--- config.mk ---
export PLATFORM = sky130hd
export DESIGN_NAME = dvfs_pstate_sequencer
export DESIGN_NICKNAME = d
export VERILOG_FILES = /design/src/rtl/dvfs_pstate_sequencer.sv
export SDC_FILE = /design/constraint.sdc
export NUM_CORES = 1
export LEC_CHECK = 0
export ABC_CLOCK_PERIOD_IN_PS = 3100
export CAP_MARGIN = 0
export CORE_MARGIN = 5
export CORE_UTILIZATION = 60
export CTS_CLUSTER_SIZE = 20
export DETAILED_ROUTE_END_ITERATION = 10
export DONT_BUFFER_PORTS = 1
export GPL_TIMING_DRIVEN = 0
export PLACE_DENSITY = 0.83
export RECOVER_POWER = 25
export SETUP_SLACK_MARGIN = 0.3
export SKIP_LAST_GASP = 1
export SYNTH_ARGS = -nofsm -noshare
export SYNTH_HDL_FRONTEND = slang
export SYNTH_SLANG_ARGS = --single-unit
--- constraint.sdc ---
create_clock -name clk -period 3.1 [get_ports clk]
set_input_delay 0.31 -clock clk [delete_from_list [all_inputs] [get_ports clk]]
set_output_delay 0.31 -clock clk [all_outputs]
set_load 0.05 [all_outputs]
--- src/rtl/dvfs_pstate_sequencer.sv ---
// Steps P-state overrides one code at a time with safe V/F ordering and settle waits.
// Optional stats counters enabled by defining DVFS_SEQ_STATS_EN.
module dvfs_pstate_sequencer #(
   parameter int PSTATE_W   = 3,
   parameter int MAX_PSTATE = 6,
   parameter int SETTLE_W   = 8
) (
   input  logic                clk,
   input  logic                reset_n,
   input  logic                req_valid,
   output logic                req_ready,
   input  logic [PSTATE_W-1:0] req_pstate,
   input  logic [15:0]         power_budget_mw,
   input  logic [15:0]         current_power_mw,
   input  logic [SETTLE_W-1:0] volt_settle_cycles,
   input  logic [SETTLE_W-1:0] freq_settle_cycles,
   output logic                frequency_override_en,
   output logic [PSTATE_W-1:0] frequency_override,
   output logic                voltage_override_en,
   output logic [PSTATE_W-1:0] voltage_override,
   output logic [PSTATE_W-1:0] cur_pstate,
   output logic                busy,
   output logic                done_pulse,
   output logic                reject_pulse,
`ifdef DVFS_SEQ_STATS_EN
   output logic [15:0]         transition_count,
   output logic [15:0]         throttle_count,
`endif
   output logic                throttle_active
);

   typedef enum logic [2:0] {
      S_IDLE,
      S_V_STEP,
      S_V_WAIT,
      S_F_STEP,
      S_F_WAIT,
      S_DONE
   } state_t;

   localparam logic [PSTATE_W-1:0] LP_MAX = PSTATE_W'(MAX_PSTATE);
   localparam logic [PSTATE_W-1:0] LP_P1  = PSTATE_W'(1);
   localparam logic [SETTLE_W-1:0] LP_ONE = SETTLE_W'(1);

   state_t              r_state;
   state_t              w_next;
   logic [PSTATE_W-1:0] r_freq;
   logic [PSTATE_W-1:0] r_volt;
   logic [PSTATE_W-1:0] r_target;
   logic [PSTATE_W-1:0] w_target_n;
   logic                r_dir_up;
   logic                w_dir_up_n;
   logic                r_fen;
   logic                r_ven;
   logic [SETTLE_W-1:0] r_cnt;
   logic                r_reject;
   logic                r_throttle;
   logic                w_reject;
   logic                w_thr_start;

   logic                w_over;
   logic                w_thr;
   logic                w_cnt_last;
   logic                w_at_tgt;
   logic                w_step_done;
   logic [SETTLE_W-1:0] w_vload;
   logic [SETTLE_W-1:0] w_fload;

   assign w_over     = current_power_mw > power_budget_mw;
   assign w_thr      = w_over && (r_freq != '0);
   assign w_cnt_last = r_cnt == LP_ONE;
   assign w_at_tgt   = r_freq == r_target;
   assign w_vload    = (volt_settle_cycles == '0) ? LP_ONE : volt_settle_cycles;
   assign w_fload    = (freq_settle_cycles == '0) ? LP_ONE : freq_settle_cycles;

   // A step is complete after the second half of its V/F pair has settled.
   assign w_step_done = w_cnt_last &&
      ((r_state == S_F_WAIT && r_dir_up) ||
       (r_state == S_V_WAIT && !r_dir_up));

   assign req_ready             = (r_state == S_IDLE) && !w_thr;
   assign busy                  = r_state != S_IDLE;
   assign done_pulse            = r_state == S_DONE;
   assign reject_pulse          = r_reject;
   assign throttle_active       = r_throttle;
   assign frequency_override    = r_freq;
   assign frequency_override_en = r_fen;
   assign voltage_override      = r_volt;
   assign voltage_override_en   = r_ven;
   assign cur_pstate            = r_freq;

   always_comb begin
      w_next      = r_state;
      w_target_n  = r_target;
      w_dir_up_n  = r_dir_up;
      w_reject    = 1'b0;
      w_thr_start = 1'b0;
      unique case (r_state)
         S_IDLE: begin
            if (w_thr) begin
               w_next      = S_F_STEP;
               w_target_n  = r_freq - LP_P1;
               w_dir_up_n  = 1'b0;
               w_thr_start = 1'b1;
            end else if (req_valid) begin
               if (req_pstate > LP_MAX ||
                   (w_over && req_pstate > r_freq)) begin
                  w_reject = 1'b1;
               end else if (req_pstate == r_freq) begin
                  w_next = S_DONE;
               end else begin
                  w_target_n = req_pstate;
                  w_dir_up_n = req_pstate > r_freq;
                  w_next     = (req_pstate > r_freq) ? S_V_STEP : S_F_STEP;
               end
            end
         end
         S_V_STEP: w_next = S_V_WAIT;
         S_F_STEP: w_next = S_F_WAIT;
         S_V_WAIT: begin
            if (w_cnt_last)
               w_next = (!r_dir_up && w_at_tgt) ? S_DONE : S_F_STEP;
         end
         S_F_WAIT: begin
            if (w_cnt_last)
               w_next = (r_dir_up && w_at_tgt) ? S_DONE : S_V_STEP;
         end
         S_DONE:  w_next = S_IDLE;
         default: w_next = S_IDLE;
      endcase
   end

   always_ff @(posedge clk or negedge reset_n) begin
      if (!reset_n) begin
         r_state    <= S_IDLE;
         r_freq     <= '0;
         r_volt     <= '0;
         r_target   <= '0;
         r_dir_up   <= 1'b0;
         r_fen      <= 1'b0;
         r_ven      <= 1'b0;
         r_cnt      <= '0;
         r_reject   <= 1'b0;
         r_throttle <= 1'b0;
      end else begin
         r_state  <= w_next;
         r_target <= w_target_n;
         r_dir_up <= w_dir_up_n;
         r_reject <= w_reject;
         if (w_thr_start)
            r_throttle <= 1'b1;
         else if (r_state == S_DONE)
            r_throttle <= 1'b0;
         unique case (r_state)
            S_V_STEP: begin
               r_volt <= r_dir_up ? r_volt + LP_P1 : r_volt - LP_P1;
               r_ven  <= 1'b1;
               r_cnt  <= w_vload;
            end
            S_F_STEP: begin
               r_freq <= r_dir_up ? r_freq + LP_P1 : r_freq - LP_P1;
               r_fen  <= 1'b1;
               r_cnt  <= w_fload;
            end
            S_V_WAIT, S_F_WAIT: r_cnt <= r_cnt - LP_ONE;
            default: ;
         endcase
      end
   end

`ifdef DVFS_SEQ_STATS_EN
   logic [15:0] r_trans_cnt;
   logic [15:0] r_thr_cnt;

   always_ff @(posedge clk or negedge reset_n) begin
      if (!reset_n) begin
         r_trans_cnt <= '0;
         r_thr_cnt   <= '0;
      end else begin
         if (w_step_done && r_trans_cnt != 16'hFFFF)
            r_trans_cnt <= r_trans_cnt + 16'd1;
         if (r_state == S_DONE && r_throttle && r_thr_cnt != 16'hFFFF)
            r_thr_cnt <= r_thr_cnt + 16'd1;
      end
   end

   assign transition_count = r_trans_cnt;
   assign throttle_count   = r_thr_cnt;
`endif

endmodule

# Word-level counts from Yosys, hierarchy flattened
# Index checks and enable logic that the tools add are counted.
totals:
  inputBits: 54
  wordCells: 82
  reg_bits: 25
classes:
  order_cmp: 3
  n_reduce_logical: 19
  n_mux: 31
  addsub: 5
  eq_ne: 14
op_table:
  columns: ["op", "n"]
  rows:
  - ["2-to-1 mux 3 bit", 14]
  - ["case mux 8 bit (3 select lines)", 1]
  - ["greater-than comparator 16 bit", 1]
  - ["logical NOT 8 bit", 2]
  - ["2-to-1 mux 8 bit", 2]
  - ["case mux 3 bit (5 select lines)", 1]
  - ["2-to-1 mux 1 bit", 12]
  - ["nonzero test 3 bit", 3]
  - ["== test 8 x 1 -> 1 bit (second input constant)", 1]
  - ["!= test 2 bit (second input constant)", 4]
  - ["AND reduction 4 bit", 2]
  - ["subtractor 8 x 1 -> 8 bit (second input constant)", 1]
  - ["adder 3 x 1 -> 3 bit (second input constant)", 2]
  - ["== test 3 x 2 -> 1 bit (second input constant)", 2]
  - ["== test 3 bit", 2]
  - ["== test 3 bit (second input constant)", 2]
  - ["!= test 3 bit (second input constant)", 2]
  - ["subtractor 3 x 1 -> 3 bit (second input constant)", 2]
  - ["logical AND 1 bit", 5]
  - ["nonzero test 2 bit", 2]
  - ["== test 3 x 1 -> 1 bit (second input constant)", 1]
  - ["greater-than comparator 3 bit", 1]
  - ["greater-than comparator 3 bit (second input constant)", 1]
  - ["logical NOT 3 bit", 1]
  - ["other kinds (4)", 5]

# Longest topological paths before layout
depth:
  word_depth: 7
  depth_mapped: 9
  mapped_depth_nobuf: 9

# Worst setup path after synthesis
# No wires, ideal clock.
synth_timing:
  kind: "input to register"
  startpoint: "input port power_budget_mw[15]"
  endpoint: "register r_dir_up"
  required_ns: 3.033
  path_stages: 9
  t_arrival_ns: 2.478
  path_slack_ns: 0.554
  path_cell_list: "inv_1 ha_1 nand4_2 nor2_1 or3_1 or4_4 a21oi_4 nor3b_1 a32o_1"
synth_via:
  elab_chain_len: 5
  word_cells_on_any_way: 9
  classes_between: "1 x order compare; 2 x eq/ne; 1 x mux; 5 x reduce/logical"
synth_rtl:
  columns: ["item", "line", "rtl"]
  rows:
  - ["start: declaration", "13", "input logic [15:0] power_budget_mw,"]
  - ["greater-than comparator 16 bit *", "69", "assign w_over = current_power_mw > power_budget_mw;"]
  - ["logical AND 1 bit", "107", "(w_over && req_pstate > r_freq)) begin"]
  - ["logical OR 1 bit", "106", "if (req_pstate > LP_MAX ||"]
  - ["!= test 2 bit (no source line)", null, null]
  - ["AND reduction 4 bit (no source line)", null, null]
  - ["end signal: assignment", "148", "r_dir_up <= w_dir_up_n;"]
  - ["end: declaration", "51", "logic r_dir_up;"]
# Mark *: on every way between the ends. The rest lies on a longest branch, timed or not.
# A chain may end at the register's enable or synchronous reset.

# Final worst setup path
layout_timing:
  startpoint: "register r_state[2]"
  endpoint: "output port done_pulse"
layout_via:
  elab_chain_len: 1
layout_rtl:
  columns: ["item", "line", "rtl"]
  rows:
  - ["start: declaration", "45", "state_t r_state;"]
  - ["start signal: assignment", "146", "r_state <= w_next;"]
  - ["== test 3 bit", "83", "assign done_pulse = r_state == S_DONE;"]
  - ["end: declaration", "23", "output logic done_pulse,"]
# No other way between the ends.

==> flow_metrics.tcl <==
set metrics [dict create \
    status "finished, final reports clean" \
    core_um2 3720 \
    hold_start "req_valid" \
    cp_slowest_cell "and2_1" \
    grt_pass1_vias 2065 \
    slowest_delay_ns 0.55 \
    p_leak_nw 1.10 \
    yosysTopAreaCellShare 0.270 \
    layout_setup_ws_ns 0.403 \
    numCtsBuffers 3 \
    critPathArrivalTime_ns 2.39 \
    path_class "flop to primary output" \
    die_w_um 72.2 \
    grt_use_total 0.223 \
    reg2reg_slack_ns 0.49 \
    dr.pass1.iters 5 \
    clock.fmax_ghz 0.371 \
    drive_above_1_share 0.0857 \
    syn_avg_cell_area_um2 8.47 \
    grt.overflow.total 0 \
    worst_slew_pin_slew_ns 1.43 \
    drv_cap 0 \
    path_buf_inv 3 \
    placed_cells 322 \
    cts-root-buf "clkbuf_8" \
    grt_pass1_wl_um 9380 \
    rsz0062_at_grt "false" \
    min_path_cells 1 \
    p_int_mw 1.21 \
    netlist_area_um2 2320 \
    drt-initial-drc-count 159 \
    min_path_type "input pin to flop" \
    switchingPower_mw 1.47 \
    cts_tree "built" \
    endpoint_kind "primary output" \
    ir_drop_uv 458 \
    power_frac_comb 0.621 \
    rr_endpoint "r_target[0]" \
    synth_area_leaders "dfrtp_1, ha_1, inv_1" \
    cts_buffer_depth 2 \
    finalCriticalPeriod_ns 2.70 \
    dp_slack_ns 0.405 \
    placed_area_um2 2380 \
    ys_top_cells_by_count "inv_1, dfrtp_1, ha_1" \
    crit_path_frequent_cell "clkbuf_1" \
    path_clk_slew_ns 0.09 \
    fin_crit_sh 0.870 \
    pwr_density_cell_nw_per_um2 1100 \
    yosysTopAreaCell "dfrtp_1" \
    yosysMostFrequentCell "inv_1" \
    final_area_um2 2440 \
    dpl.hpwl_um 4370 \
    drc 0 \
    synth_nets 353 \
    portBuffers 0 \
    die_y_um 72.2 \
    grt_max_degree 26 \
    initial_core_util 0.624 \
    cp_max_fo 10 \
    switching_share 0.549 \
    r2r-start "cur_pstate[1]" \
    skew_ns 0.00927 \
    antenna_found_initial 0 \
    hold_viol_final 0 \
    seq_area_frac_synth 0.270 \
    power.share.clock 0.076 \
    final-instance-count-excl-fill 328 \
    htreeDepth 1 \
    synthCells 274 \
    routed_wirelength_um 5950 \
    rows 22 \
    rr_worst_depth 7 \
    fin_setup_tns_ns 0 \
    gp_congestion 0.925 \
    maxSlewViolCount 0 \
    dr_total_vias 2112 \
    async_flop_share 1.00 \
    critPathRequiredTime_ns 2.79 \
    ys.warnings.count 0 \
    postCtsSetupRepairBufs 0 \
    routedWlPerCell_um 18.1 \
    min_to "r_dir_up" \
    antennaDiodeCount 0 \
    dieArea_um2 5210 \
    synth_edf_count 0 \
    nets 360 \
    ys.flop_type "dfrtp_1" \
    setup_viol 0 \
    clock_latency_ns 0.28 \
    synthToLayoutAreaGrowth_pct 5.23 \
    boundaryPins 70 \
    crit_chain "clkbuf_1, clkbuf_1, clkbuf_1, and2_1" \
    p_seq_frac 0.303 \
    ant_nets 0 \
    fillers 307 \
    cp-start-kind "flop" \
    clock_sinks 25 \
    via_per_inst 6.44 \
    path_delay_family "buffers and inverters" \
    synth_cell_types 61 \
    slew_headroom 0.0493 \
    ys_ff_latch 25 \
]
[placed cells by master, fill, tap and decap left out, types with 6 or more instances in the layout]
cell type and count:
dfrtp_1 24, xor2_1 6, nor2_1 13, nand2_1 12, clkbuf_1 13, o21ai_0 13
inv_1 34, nor3_1 7, ha_1 24, nand2b_1 6, nor2b_1 7, a221oi_1 6
mux2i_1 6, a21oi_1 23
[kinds of logic after synthesis]
group | synth area share
AND/OR/NAND/NOR | 0.182
adder cells (fa/ha/maj) | 0.138
flip-flops | 0.270
buffers and inverters | 0.0895
AO/OA/AOI/OAI | 0.238
XOR/XNOR | 0.0378
multiplexers | 0.0453
[registers in the layout (all words and copies together), names as in the netlist, 3 cells and up]
name / cells
r_target: 3
r_cnt: 8
cur_pstate: 3
voltage_override: 3
r_state: 3
[timing repair]
action	in CTS	in global routing
endpoints found under the setup margin	0	1
hold endpoints to repair	25	0
hold buffers	2	0
resized for setup	0	1
[area by class of cell]
type / count / area [um^2] / share of cell area
clock buffers: 3 / 41.3 / 0.0169
repair buffers: 2 / 13.8 / 0.00564
multi-input cells: 198 / 1490 / 0.609
plain buffers: 17 / 80.1 / 0.0328
inverters: 34 / 128 / 0.0523
well taps: 48 / 60.1 / 0.0246
flip-flops and latches: 25 / 627 / 0.257
clock inverters: 1 / 5.00 / 0.00205
[routing by layer]
| metal | routed length [um] | share of wire | global-route usage |
|---|---|---|---|
| met3 | 609 | 0.10 | 0.0443 |
| met5 | 0 | 0 | 0 |
| met4 | 98 | 0.016 | 0.0626 |
| met1 | 2380 | 0.40 | 0.281 |
| met2 | 2860 | 0.48 | 0.385 |
[worst max-delay path by stage]
stage,depth (start not counted),start,slack (ns),end
CTS,7,cur_pstate[2],0.41,r_target[2]
global route,4,r_state[2],0.33,done_pulse
detailed placement,9,power_budget_mw[15],0.41,r_dir_up
floorplan,9,power_budget_mw[15],0.55,r_dir_up
global placement,9,power_budget_mw[15],0.41,r_dir_up
finish,4,r_state[2],0.40,done_pulse
[per-stage QoR]
stage / hold slack (ns) / util / power (mW)
after floorplan: 0.0144 / - / 2.09
after global placement: 0.0151 / 0.640 / 2.35
after detailed placement: 0.0151 / 0.640 / 2.41
after CTS: 0.202 / 0.661 / 2.64
after global routing: 0.207 / 0.657 / 2.86
final: 0.201 / 0.657 / 2.68
[power by group through the flow]
stage | Clock (mW) | Combinational, mW | Sequential, mW
2_1_floorplan | 0 | 1.33 | 0.764
3_3_place_gp | 0 | 1.55 | 0.797
3_5_place_dp | 0 | 1.60 | 0.811
4_1_cts | 0.205 | 1.63 | 0.802
5_1_grt | 0.217 | 1.81 | 0.835
6_report | 0.203 | 1.66 | 0.811
Power figures use the tool's default switching activity.
==> variant 1 (same flow settings) <==
Register the output `frequency_override_en` once more, cleared by the reset; this adds one clock of latency there. The other outputs are not delayed to match.
--- a/src/rtl/dvfs_pstate_sequencer.sv
+++ b/src/rtl/dvfs_pstate_sequencer.sv
@@ -84,7 +84,13 @@
    assign reject_pulse          = r_reject;
    assign throttle_active       = r_throttle;
    assign frequency_override    = r_freq;
-   assign frequency_override_en = r_fen;
+   always_ff @(posedge clk or negedge reset_n) begin
+      if (!reset_n) begin
+         frequency_override_en <= '0;
+      end else begin
+         frequency_override_en <= r_fen;
+      end
+   end
    assign voltage_override      = r_volt;
    assign voltage_override_en   = r_ven;
    assign cur_pstate            = r_freq;
Behaviour: not the same (Yosys sat finds a counterexample within 10 cycles, from zero or initial values and one cycle with reset_n low).
==> variant 1 against the unedited design <==
Sequential cell count increased by 1. Critical endpoint is now req_ready. Routed wire length decreased by 8.0%. Clock power increased by 8%. Worst hold slack got worse by 15 ps. Area after synthesis increased by 1.9%. Critical path type unchanged. Total power decreased by 4.6%. Count of clock-buffer cells in the layout increased by 1. Final area increased by 2.3%. Setup slack improved by 96 ps.
==> variant 1: results (changes against the unedited design) <==
Layout
  • Layout Nets: 381 (+5.8%)
  • Fraction of layout cells with a size suffix above 1: 7.64% (-0.93 points)

STA
  • Period utilization: 83.9% (-3.1 points)
  • Worst Hold Slack: 185 ps (-15.3 ps)
  • Clk_skew: 1.84 ps (-7.43 ps)

Status
  • Outcome: finished clean

Place
  • Cell Area, Placed: 2420 um^2 (+1.8%)

Drt
  • Met2 wire len: 2.77 mm (-3.3%)
  • TritonRoute pass-1 iters: 4 (-1)
  • Routed WL per cell: 15.7 um (-14%)
  • Post-Route M1 WL: 2.21 mm (-7.3%)

Worst setup path
  • Critical path's largest stage delay: 730 ps (+180 ps)
  • Worst path slowest cell: a21oi_2
  • R2R depth: 5 (-2)
  • FF-to-FF Start: r_state[0]

Logic synthesis
  • Post-synthesis sequential area ratio: 27.5% (+0.56 points)
  • Most instantiated cells after synthesis: nand2_1, inv_1, a21oi_1, dfrtp_1
  • Post-Synth XOR/XNOR Area: 3.34% (-0.44 points)
  • Number of distinct library cells after synthesis: 54 (-11%)
  • Adder-cell share of the synthesized area: 13.6% (-0.26 points)
  • Dominant cells by area after synthesis: dfrtp_1, ha_1, a21oi_1, nand2_1, inv_1

Global route
  • GRT Util Overall: 21.3% (-1.1 points)

Power
  • Seq pwr share: 33.3% (+3.0 points)
  • Pleak: 1.11 nW (+1.0%)

Worst hold path
  • End of the worst hold path: reject_pulse
## variant 1: cell count changes after synthesis, moves of 4 or more
cell	unedited run	this run
a221oi_1	6	1
nand3_1	4	9
nor3_1	7	14
a21oi_1	23	27
inv_1	34	29
nor2b_1	7	3
o21ai_0	13	18
nor2_1	13	24
nand2_1	12	30
## variant 1: worst max path at each step
stage                       start          end
2_1_floorplan  power_budget_mw[5]   r_state[1]
3_3_place_gp   power_budget_mw[5]   r_state[1]
3_5_place_dp   power_budget_mw[7]   r_state[1]
4_1_cts             cur_pstate[1]  r_target[0]
5_1_grt             cur_pstate[0]    req_ready
6_report               r_state[0]    req_ready
## variant 1: through the flow
stage / total power [W] / setup WS [ps]
floorplan: 0.00202 / 337
global placement: 0.00226 / 148
detailed placement: 0.00231 / 126
CTS: 0.00255 / 456
global route: 0.00279 / 404
finish: 0.00255 / 499
## variant 1: metal layers
layer / global-route usage [%] / up-vias
li1: - / 1061
met1: 26.5 / 964
met2: 37.3 / 94
met3: 4.68 / 9
met4: 4.92 / 0
met5: 0 / -
## variant 1: timing repair
item                                   CTS  global route
gates cloned                             0             0
endpoints found under the hold margin   26             0
hold buffers                             2             0
gates resized for setup                  1             1
setup endpoints to repair                3             3
## variant 1: worst max-delay path, delay by kind of cell, from the launching register on
family | cells | cell delay, ps
buffers and inverters | 1 | 450
AND/OR/NAND/NOR | 1 | 380
flip-flops | 1 | 450
AO/OA/AOI/OAI | 1 | 730
## variant 1: cell type report
type / instances / area, um^2 / share of cell area (%)
Timing Repair Buffer: 2 / 13.8 / 0.551
Tap cell: 48 / 60.1 / 2.40
Multi-Input combinational cell: 224 / 1530 / 61.2
Inverter: 30 / 113 / 4.51
Clock buffer: 4 / 55.1 / 2.20
Buffer: 15 / 75.1 / 3.01
Sequential cell: 26 / 652 / 26.1
==> variant 2 (same settings) <==
Without the edit above. Set the parameter `SETTLE_W` to 12 (it was 8).
--- a/src/rtl/dvfs_pstate_sequencer.sv
+++ b/src/rtl/dvfs_pstate_sequencer.sv
@@ -3,7 +3,7 @@
 module dvfs_pstate_sequencer #(
    parameter int PSTATE_W   = 3,
    parameter int MAX_PSTATE = 6,
-   parameter int SETTLE_W   = 8
+   parameter int SETTLE_W   = 12
 ) (
    input  logic                clk,
    input  logic                reset_n,
Interface: changed (resized freq_settle_cycles and volt_settle_cycles); port bits go from 70 to 78. No check against the original RTL was run, so the function may have changed too.
==> variant 2 against the unedited design <==
The flow now finishes with violations (capacitance limit, slew limit). Combinational power fell by 5%. Area after synthesis rose by 5.7%. Core utilization rose by 1.4 points. Setup slack improved by 33 ps. Via count rose by 9.5%. Routed wire length rose by 9.3%. Global-route usage rose by 3.3 points. Non-clock buffer count fell by 3. Critical path depth did not move. Final area rose by 9.2%. Worst hold slack got worse by 14 ps. Total power rose by 12%. Sequential cell count rose by 4. Count of clock-buffer cells in the layout rose by 2. Critical path type unchanged. Critical endpoint is now req_ready.
==> variant 2: results (changes against the unedited design) <==
Status
  • Outcome: finished, violations left
  • Failing checks: capacitance limit, slew limit

Drt
  • DRT iter0 DRCs: 175 (+10%)
  • Routed vias/inst: 6.43 (-0.22%)
  • Routed WL per cell: 18.1 um (-0.42%)

Power
  • Clk. pwr: 0.000481 W (+140%)
  • Clk pwr share: 16.1% (+8.5 points)
  • Combinational share of power: 52.7% (-9.4 points)
  • Sw power: 0.00152 W (+3.4%)
  • Worst ir drop on vdd: 0.563 mV (+23%)

Worst setup path
  • CP Launch Point: r_state[0]
  • Critical path's largest stage delay: 730 ps (+180 ps)
  • Crit path max-delay family: simple AND/OR/NAND/NOR gates
  • End of the critical path: req_ready
  • FF-to-FF Start: cur_pstate[2]
  • Worst path slowest cell: nor2_2
  • Critical Path Fanout Max: 9 (-1)
  • R2R depth: 8 (+1)
  • Crit path DAT: 2350 ps (-40 ps)

Global route
  • GRT Util Overall: 25.7% (+3.3 points)
  • Met2 Usage GRT: 43.9% (+5.4 points)
  • First-pass GRT wire length: 10.6 mm (+13%)
  • Grt met1 use: 30.4% (+2.3 points)
  • Vias in the first global route: 2321 (+12%)
  • M3 GR Usage: 6.02% (+1.6 points)

Clock tree
  • Clk pin slew, worst setup/hold paths: 70 ps (-20 ps)
  • H-tree depth: 2 (+1)
  • CTS sink count: 29 (+16%)

Place
  • DPL Wire Length: 5.09 mm (+16%)
  • RD Place Congestion: 0.925 (about the same)

Worst hold path
  • End of the worst hold path: reject_pulse

STA
  • Fin. max-slew vios: 30 (+30)
  • Worst Hold Slack: 187 ps (-13.7 ps)
  • Clk_skew: 5.74 ps (-3.53 ps)
  • Slew margin rel.: -6.37% (-11 points)

Logic synthesis
  • Mapped Nets: 387 (+9.6%)
  • Post-synthesis sequential area ratio: 29.6% (+2.6 points)
  • Number of distinct library cells after synthesis: 56 (-8.2%)
  • Post-synthesis cell area: 2450 um^2 (+5.7%)
  • Most instantiated cells after synthesis: dfrtp_1, inv_1, nand2_1, o21ai_0

Layout
  • Fin area: 2670 um^2 (+9.2%)
  • Fraction of layout cells with a size suffix above 1: 9.68% (+1.1 points)
  • Final non-clock buffer share: 2.91% (-0.93 points)
  • Clock Network Area Fraction: 5.02% (+3.1 points)
  • Filler cells: 340 (+11%)
  • Inverters: 29 (-15%)
  • Clock buffer cells: 5 (+2)
  • Multi-input gate count: 228 (+15%)
  • Signal buffers: 16 (-3)

Flow run
  • MaxCap Viol Count: 1 (+1)
-- variant 2: cell count changes after synthesis, sizes merged, moves of 5 or more --
cell | before | now
nand2 | 13 | 29
o21ai | 13 | 27
nor2 | 13 | 25
nor3 | 7 | 13
and3 | 2 | 7
inv | 34 | 29
mux2i | 6 | 1
-- variant 2: logic make-up (layout without fill, tap and decap cells) --
kind of cell	after synthesis	after routing	synth area share (%)
flops	29	29	29.6
mux	2	2	0.868
fa+ha+maj	25	25	13.1
xor+xnor	10	10	3.57
compound gates	81	81	21.4
buf+inv	43	53	7.04
simple gates	110	110	24.5
-- variant 2: layer usage --
metal  share of wire [%]  routed length (um)
met5                   0                   0
met4                 2.4                 159
met3                 9.6                 625
met2                  50                3280
met1                  37                2430
-- variant 2: per-stage QoR --
step           setup slack, ps  cells
4_1_cts                    374    360
2_1_floorplan              470    300
3_5_place_dp               265    350
3_3_place_gp               345    350
6_report                   436    360
5_1_grt                    349    360
